===== config.mk =====
export PLATFORM = sky130hd
export DESIGN_NAME = load_ext_stage
export DESIGN_NICKNAME = d
export VERILOG_FILES = /design/src/rtl/load_ext_stage.sv
export SDC_FILE = /design/constraint.sdc
export NUM_CORES = 1
export LEC_CHECK = 0
export CAP_MARGIN = 5
export CORE_MARGIN = 3
export CORE_UTILIZATION = 56
export CTS_CLUSTER_SIZE = 8
export DETAILED_ROUTE_END_ITERATION = 12
export PLACE_DENSITY = 0.86
export SKIP_CTS_REPAIR_TIMING = 1
export SLEW_MARGIN = 20
export SYNTH_ARGS = -nofsm -noshare
export SYNTH_HDL_FRONTEND = slang
export SYNTH_SLANG_ARGS = --single-unit

===== constraint.sdc =====
create_clock -name clk -period 3.4 [get_ports clk]
set_input_delay 0.34 -clock clk [delete_from_list [all_inputs] [get_ports clk]]
set_output_delay 0.34 -clock clk [all_outputs]
set_load 0.03 [all_outputs]

===== src/rtl/load_ext_stage.sv =====
// load_ext_stage
//   Registered load-data aligner/extender sitting on the MEM->WB boundary.
//   Picks the addressed byte/halfword/word out of a raw little-endian memory
//   word, sign- or zero-extends it to DATA_W and flags misaligned accesses or
//   illegal load modes. A 2-entry (main + skid) buffer decouples WB
//   back-pressure so that in_ready comes straight from a flop.
//
// Ports
//   clk, rst          clock, synchronous active-high reset
//   flush             synchronous flush, drops every held entry
//   in_valid/in_ready upstream handshake (in_ready is registered)
//   in_mode           000 LB, 001 LH, 011 LW, 100 LBU, 101 LHU
//   in_addr_lo        effective address [1:0]
//   in_word           raw aligned memory word
//   in_tag            destination register tag
//   out_valid/out_ready downstream handshake
//   out_data          extended load result (0 on error)
//   out_tag           tag of the presented entry
//   out_err           misaligned access or illegal mode
module load_ext_stage #(
    parameter int DATA_W = 32,
    parameter int TAG_W  = 5
) (
    input  logic              clk,
    input  logic              rst,
    input  logic              flush,
    input  logic              in_valid,
    output logic              in_ready,
    input  logic [2:0]        in_mode,
    input  logic [1:0]        in_addr_lo,
    input  logic [31:0]       in_word,
    input  logic [TAG_W-1:0]  in_tag,
    output logic              out_valid,
    input  logic              out_ready,
    output logic [DATA_W-1:0] out_data,
    output logic [TAG_W-1:0]  out_tag,
    output logic              out_err
);

    localparam logic [2:0] MODE_LB  = 3'b000;
    localparam logic [2:0] MODE_LH  = 3'b001;
    localparam logic [2:0] MODE_LW  = 3'b011;
    localparam logic [2:0] MODE_LBU = 3'b100;
    localparam logic [2:0] MODE_LHU = 3'b101;

    // Encoding is {main_v, skid_v}, so the bits double as the valid flags.
    typedef enum logic [1:0] {
        EMPTY = 2'b00,
        ONE   = 2'b10,
        FULL  = 2'b11
    } state_t;

    state_t              state_q, state_d;
    logic                in_ready_q, in_ready_d;
    logic [DATA_W-1:0]   main_data_q, main_data_d, skid_data_q, skid_data_d;
    logic [TAG_W-1:0]    main_tag_q, main_tag_d, skid_tag_q, skid_tag_d;
    logic                main_err_q, main_err_d, skid_err_q, skid_err_d;

    logic [7:0]          byte_f;
    logic [15:0]         half_f;
    logic [DATA_W-1:0]   ext_data;
    logic                ext_err;
    logic                in_fire, out_fire;

    // Lane extraction and extension happen before the register so the
    // registered entry is already in writeback form.
    always_comb begin
        byte_f   = in_word[{in_addr_lo, 3'b000} +: 8];
        half_f   = in_word[{in_addr_lo[1], 4'b0000} +: 16];
        ext_data = '0;
        ext_err  = 1'b0;
        case (in_mode)
            MODE_LB: begin
                ext_data      = {DATA_W{byte_f[7]}};
                ext_data[7:0] = byte_f;
            end
            MODE_LBU: ext_data[7:0] = byte_f;
            MODE_LH: begin
                if (in_addr_lo[0]) begin
                    ext_err = 1'b1;
                end else begin
                    ext_data       = {DATA_W{half_f[15]}};
                    ext_data[15:0] = half_f;
                end
            end
            MODE_LHU: begin
                if (in_addr_lo[0]) ext_err = 1'b1;
                else               ext_data[15:0] = half_f;
            end
            // On a 64-bit datapath LW is the signed word load.
            MODE_LW: begin
                if (in_addr_lo != 2'b00) begin
                    ext_err = 1'b1;
                end else begin
                    ext_data       = {DATA_W{in_word[31]}};
                    ext_data[31:0] = in_word;
                end
            end
            default: ext_err = 1'b1;
        endcase
    end

    assign in_fire  = in_valid && in_ready_q;
    assign out_fire = state_q[1] && out_ready;

    always_comb begin
        state_d     = state_q;
        main_data_d = main_data_q;
        main_tag_d  = main_tag_q;
        main_err_d  = main_err_q;
        skid_data_d = skid_data_q;
        skid_tag_d  = skid_tag_q;
        skid_err_d  = skid_err_q;

        case (state_q)
            EMPTY: begin
                if (in_fire) begin
                    main_data_d = ext_data;
                    main_tag_d  = in_tag;
                    main_err_d  = ext_err;
                    state_d     = ONE;
                end
            end
            ONE: begin
                if (in_fire && out_fire) begin
                    main_data_d = ext_data;
                    main_tag_d  = in_tag;
                    main_err_d  = ext_err;
                end else if (in_fire) begin
                    skid_data_d = ext_data;
                    skid_tag_d  = in_tag;
                    skid_err_d  = ext_err;
                    state_d     = FULL;
                end else if (out_fire) begin
                    state_d = EMPTY;
                end
            end
            FULL: begin
                // in_ready_q is low here, so only the drain can happen.
                if (out_fire) begin
                    main_data_d = skid_data_q;
                    main_tag_d  = skid_tag_q;
                    main_err_d  = skid_err_q;
                    state_d     = ONE;
                end
            end
            default: state_d = EMPTY;
        endcase

        // Flush wins over any same-cycle transfer.
        if (flush) begin
            state_d     = EMPTY;
            main_data_d = '0;
            main_tag_d  = '0;
            main_err_d  = 1'b0;
        end

        // Registered ready: looks at the next occupancy, not at out_ready.
        in_ready_d = (state_d != FULL);
    end

    always_ff @(posedge clk) begin
        if (rst) begin
            state_q     <= EMPTY;
            in_ready_q  <= 1'b1;
            main_data_q <= '0;
            main_tag_q  <= '0;
            main_err_q  <= 1'b0;
        end else begin
            state_q     <= state_d;
            in_ready_q  <= in_ready_d;
            main_data_q <= main_data_d;
            main_tag_q  <= main_tag_d;
            main_err_q  <= main_err_d;
        end
    end

    // Skid contents are only meaningful while skid_v is set; no reset needed.
    always_ff @(posedge clk) begin
        skid_data_q <= skid_data_d;
        skid_tag_q  <= skid_tag_d;
        skid_err_q  <= skid_err_d;
    end

    assign in_ready  = in_ready_q;
    assign out_valid = state_q[1];
    assign out_data  = main_data_q;
    assign out_tag   = main_tag_q;
    assign out_err   = main_err_q;

endmodule


==> results.tsv <==
metric	value	unit
outcome	completed	
hold_viol	0	
cts.sinks	79	
rsz0062_at_grt	false	
drc	0	
setup_viol	0	
die_w	93.0	µm
yosysMostFrequentCell	nand2_1	
synth.area.top_cells	edfxtp_1 (27%), dfxtp_1 (19%), nand2_1 (5.7%), a311oi_2 (5.0%), mux2i_1 (5.0%)	
grt_max_degree	39	
ant_nets	0	
fin_nets	527	
clkLatencyLatePin	0.35	ns
dr.pass1.iters	5	
via_count	3465	
power_density	421	nW/µm²
ys_top_cells_by_count	nand2_1 (64), dfxtp_1 (41), edfxtp_1 (38)	
critical_path_class	reg2reg	
grt_remaining_overflow	0	
p_leak	2.00	nW
worstPathMaxFanout	16	
via_per_inst	5.97	
rows	31	
drv_cap	0	
synth_edf_count	38	
antenna_found_initial	0	
reg2regPathDepth	6	
synth_nets	456	
dp_hpwl	7310	µm
clk_pin_slew	0.08	ns
finalPower	0.00224	W
ir_worst_vdd	0.192	mV
worst_pin_slew	1.00	ns
hold_depth	2	
drive_gt1_frac	0.112	
r2r_end	out_data[24]	
ys.flop_type	dfxtp_1	
crit_arrival	2.58	ns
yosysSeqAreaShare	0.463	
crit_buf_inv	1	
core	7290	µm²
syn_area	4240	µm²
startpoint_type	register	
io_pins	87	
fmax	419	MHz
fin_crit_sh	0.702	
io_buffers	86	
synth_seq_cells	79	
dieArea	8650	µm²
timing.final.ws_setup	1.01	ns
globalplace.congestion	0.980	
cts_buffer_depth	2	
drv_slew	0	
cts_root_buf	clkbuf_8	
grt_pass1_vias	3413	
dp_slack	0.802	ns
synth_cell_types	50	
cts_tree	built	
skew	0.00681	ns
avgSynthCellArea	10.5	µm²
ys.warnings.count	0	
worstHoldStart	out_data[13]	
crit_chain	inv_1, ha_1, a21bo_2, o2111ai_2, nor2_2, a311oi_1	
post-route-util	0.730	
areaGrowthSynthToFinish	25.6	%
cp-end-kind	register	
hold_ws	0.457	ns
drt-total-wl	10600	µm
ys_async_sr_fraction	0	
timing.rr.start	state_q[1]	
floorplan.initialDensity	0.582	
hold_path_end	out_data[13]	
grt_pass1_wl	17300	µm
cts_buffers	9	
critPathSlowestCell	nor2_2	
timing.reg2reg.setup_slack	1.01	ns
cpPeakStageDelay	0.79	ns
gr-usage-all-layers	0.255	
cp_data_required_time	3.59	ns
yosysTopAreaCell	edfxtp_1	
fin_setup_tns	0	ns
avgRoutedWirePerCell	18.2	µm
slew_headroom	0.331	
htreeDepth	3	
crit_family	simple AND/OR/NAND/NOR gates	
detail_route.iter0.violations	307	
hold_path.class	reg2reg	
fin_crit	2.39	ns
synth_cells	405	
die_h	93.0	µm
netlist.area_leader.share	0.269	
n_antenna_cell	0	
[layout make-up]
class	count	area [µm²]
clock inverter	5	78.8
timing repair buffer	94	921
multi-input combinational	278	2030
clock buffer	11	153
inverter	14	52.6
sequential	79	1960
fill	527	1970
tap	99	124
[state kept, by name (all words and copies together) (netlist names)]
register	flops
out_err	1
out_data	32
in_ready	1
out_tag	5
skid_data_q	32
skid_err_q	1
skid_tag_q	5
state_q	2
[placed cells by master (no fill, tap or decap), types with 3 or more instances in the layout]
cell and instances:
nand2_1 64, nor2_1 17, mux2i_1 21, edfxtp_1 38, ha_1 4, o211ai_1 15, nand2b_1 20, clkbuf_8 9
inv_1 14, nor2b_1 13, a32o_1 6, buf_4 8, o21ai_0 10, a311oi_2 14, dfxtp_1 41, a221o_1 7
and4b_1 12, nand3_1 9, o21ai_1 3, a21oi_1 15, clkdlybuf4s50_1 86, nand4_1 3, a211oi_1 6, mux4_2 7
[worst reg2reg max path, stage by stage (launching register included)]
cell and delay [ns]:
dfxtp_1 0.46, inv_1 0.12, ha_1 0.25, a21bo_2 0.23
o2111ai_2 0.16, nor2_2 0.79, a311oi_1 0.22
[power breakdown]
part           switching (W)  leakage (nW)  internal [W]  total, W
Combinational       0.000220          1.21      0.000173  0.000393
Sequential         0.0000145         0.669       0.00103   0.00104
Clock               0.000349         0.118      0.000457  0.000807
Total               0.000584          2.00       0.00166   0.00224
[worst max path at each step]
stage	startpoint	endpoint	slack (ns)	cells after the start
detailed placement	in_mode[1]	out_data[24]	0.80	5
floorplan	state_q[1]	skid_data_q[0]	1.17	2
finish	state_q[1]	out_data[24]	1.01	6
CTS	state_q[1]	out_data[24]	1.03	6
global route	state_q[1]	out_data[24]	0.83	6
global placement	in_addr_lo[0]	skid_data_q[17]	0.90	5
[logic make-up after synthesis]
group	after synthesis	synth area share
DFF	79	0.463
muxes	29	0.0894
adders and majority gates	5	0.0142
AOI/OAI and AO/OA	92	0.189
and+or+nand+nor	152	0.187
buffers and inverters	48	0.0578
[per-layer routing]
metal  up-vias  track usage  wire (µm)
met2       129        0.436       5470
li1       1637            -          -
met1      1683        0.331       4360
met4         0       0.0745        170
met5         -            0          0
met3        16       0.0451        573
[per-stage QoR]
step | std cells | instance area [µm²]
floorplan | 405 | 4240
global placement | 564 | 5090
detailed placement | 564 | 5090
CTS | 580 | 5330
global route | 580 | 5330
finish | 580 | 5330
(Power assumes the default switching activity.)
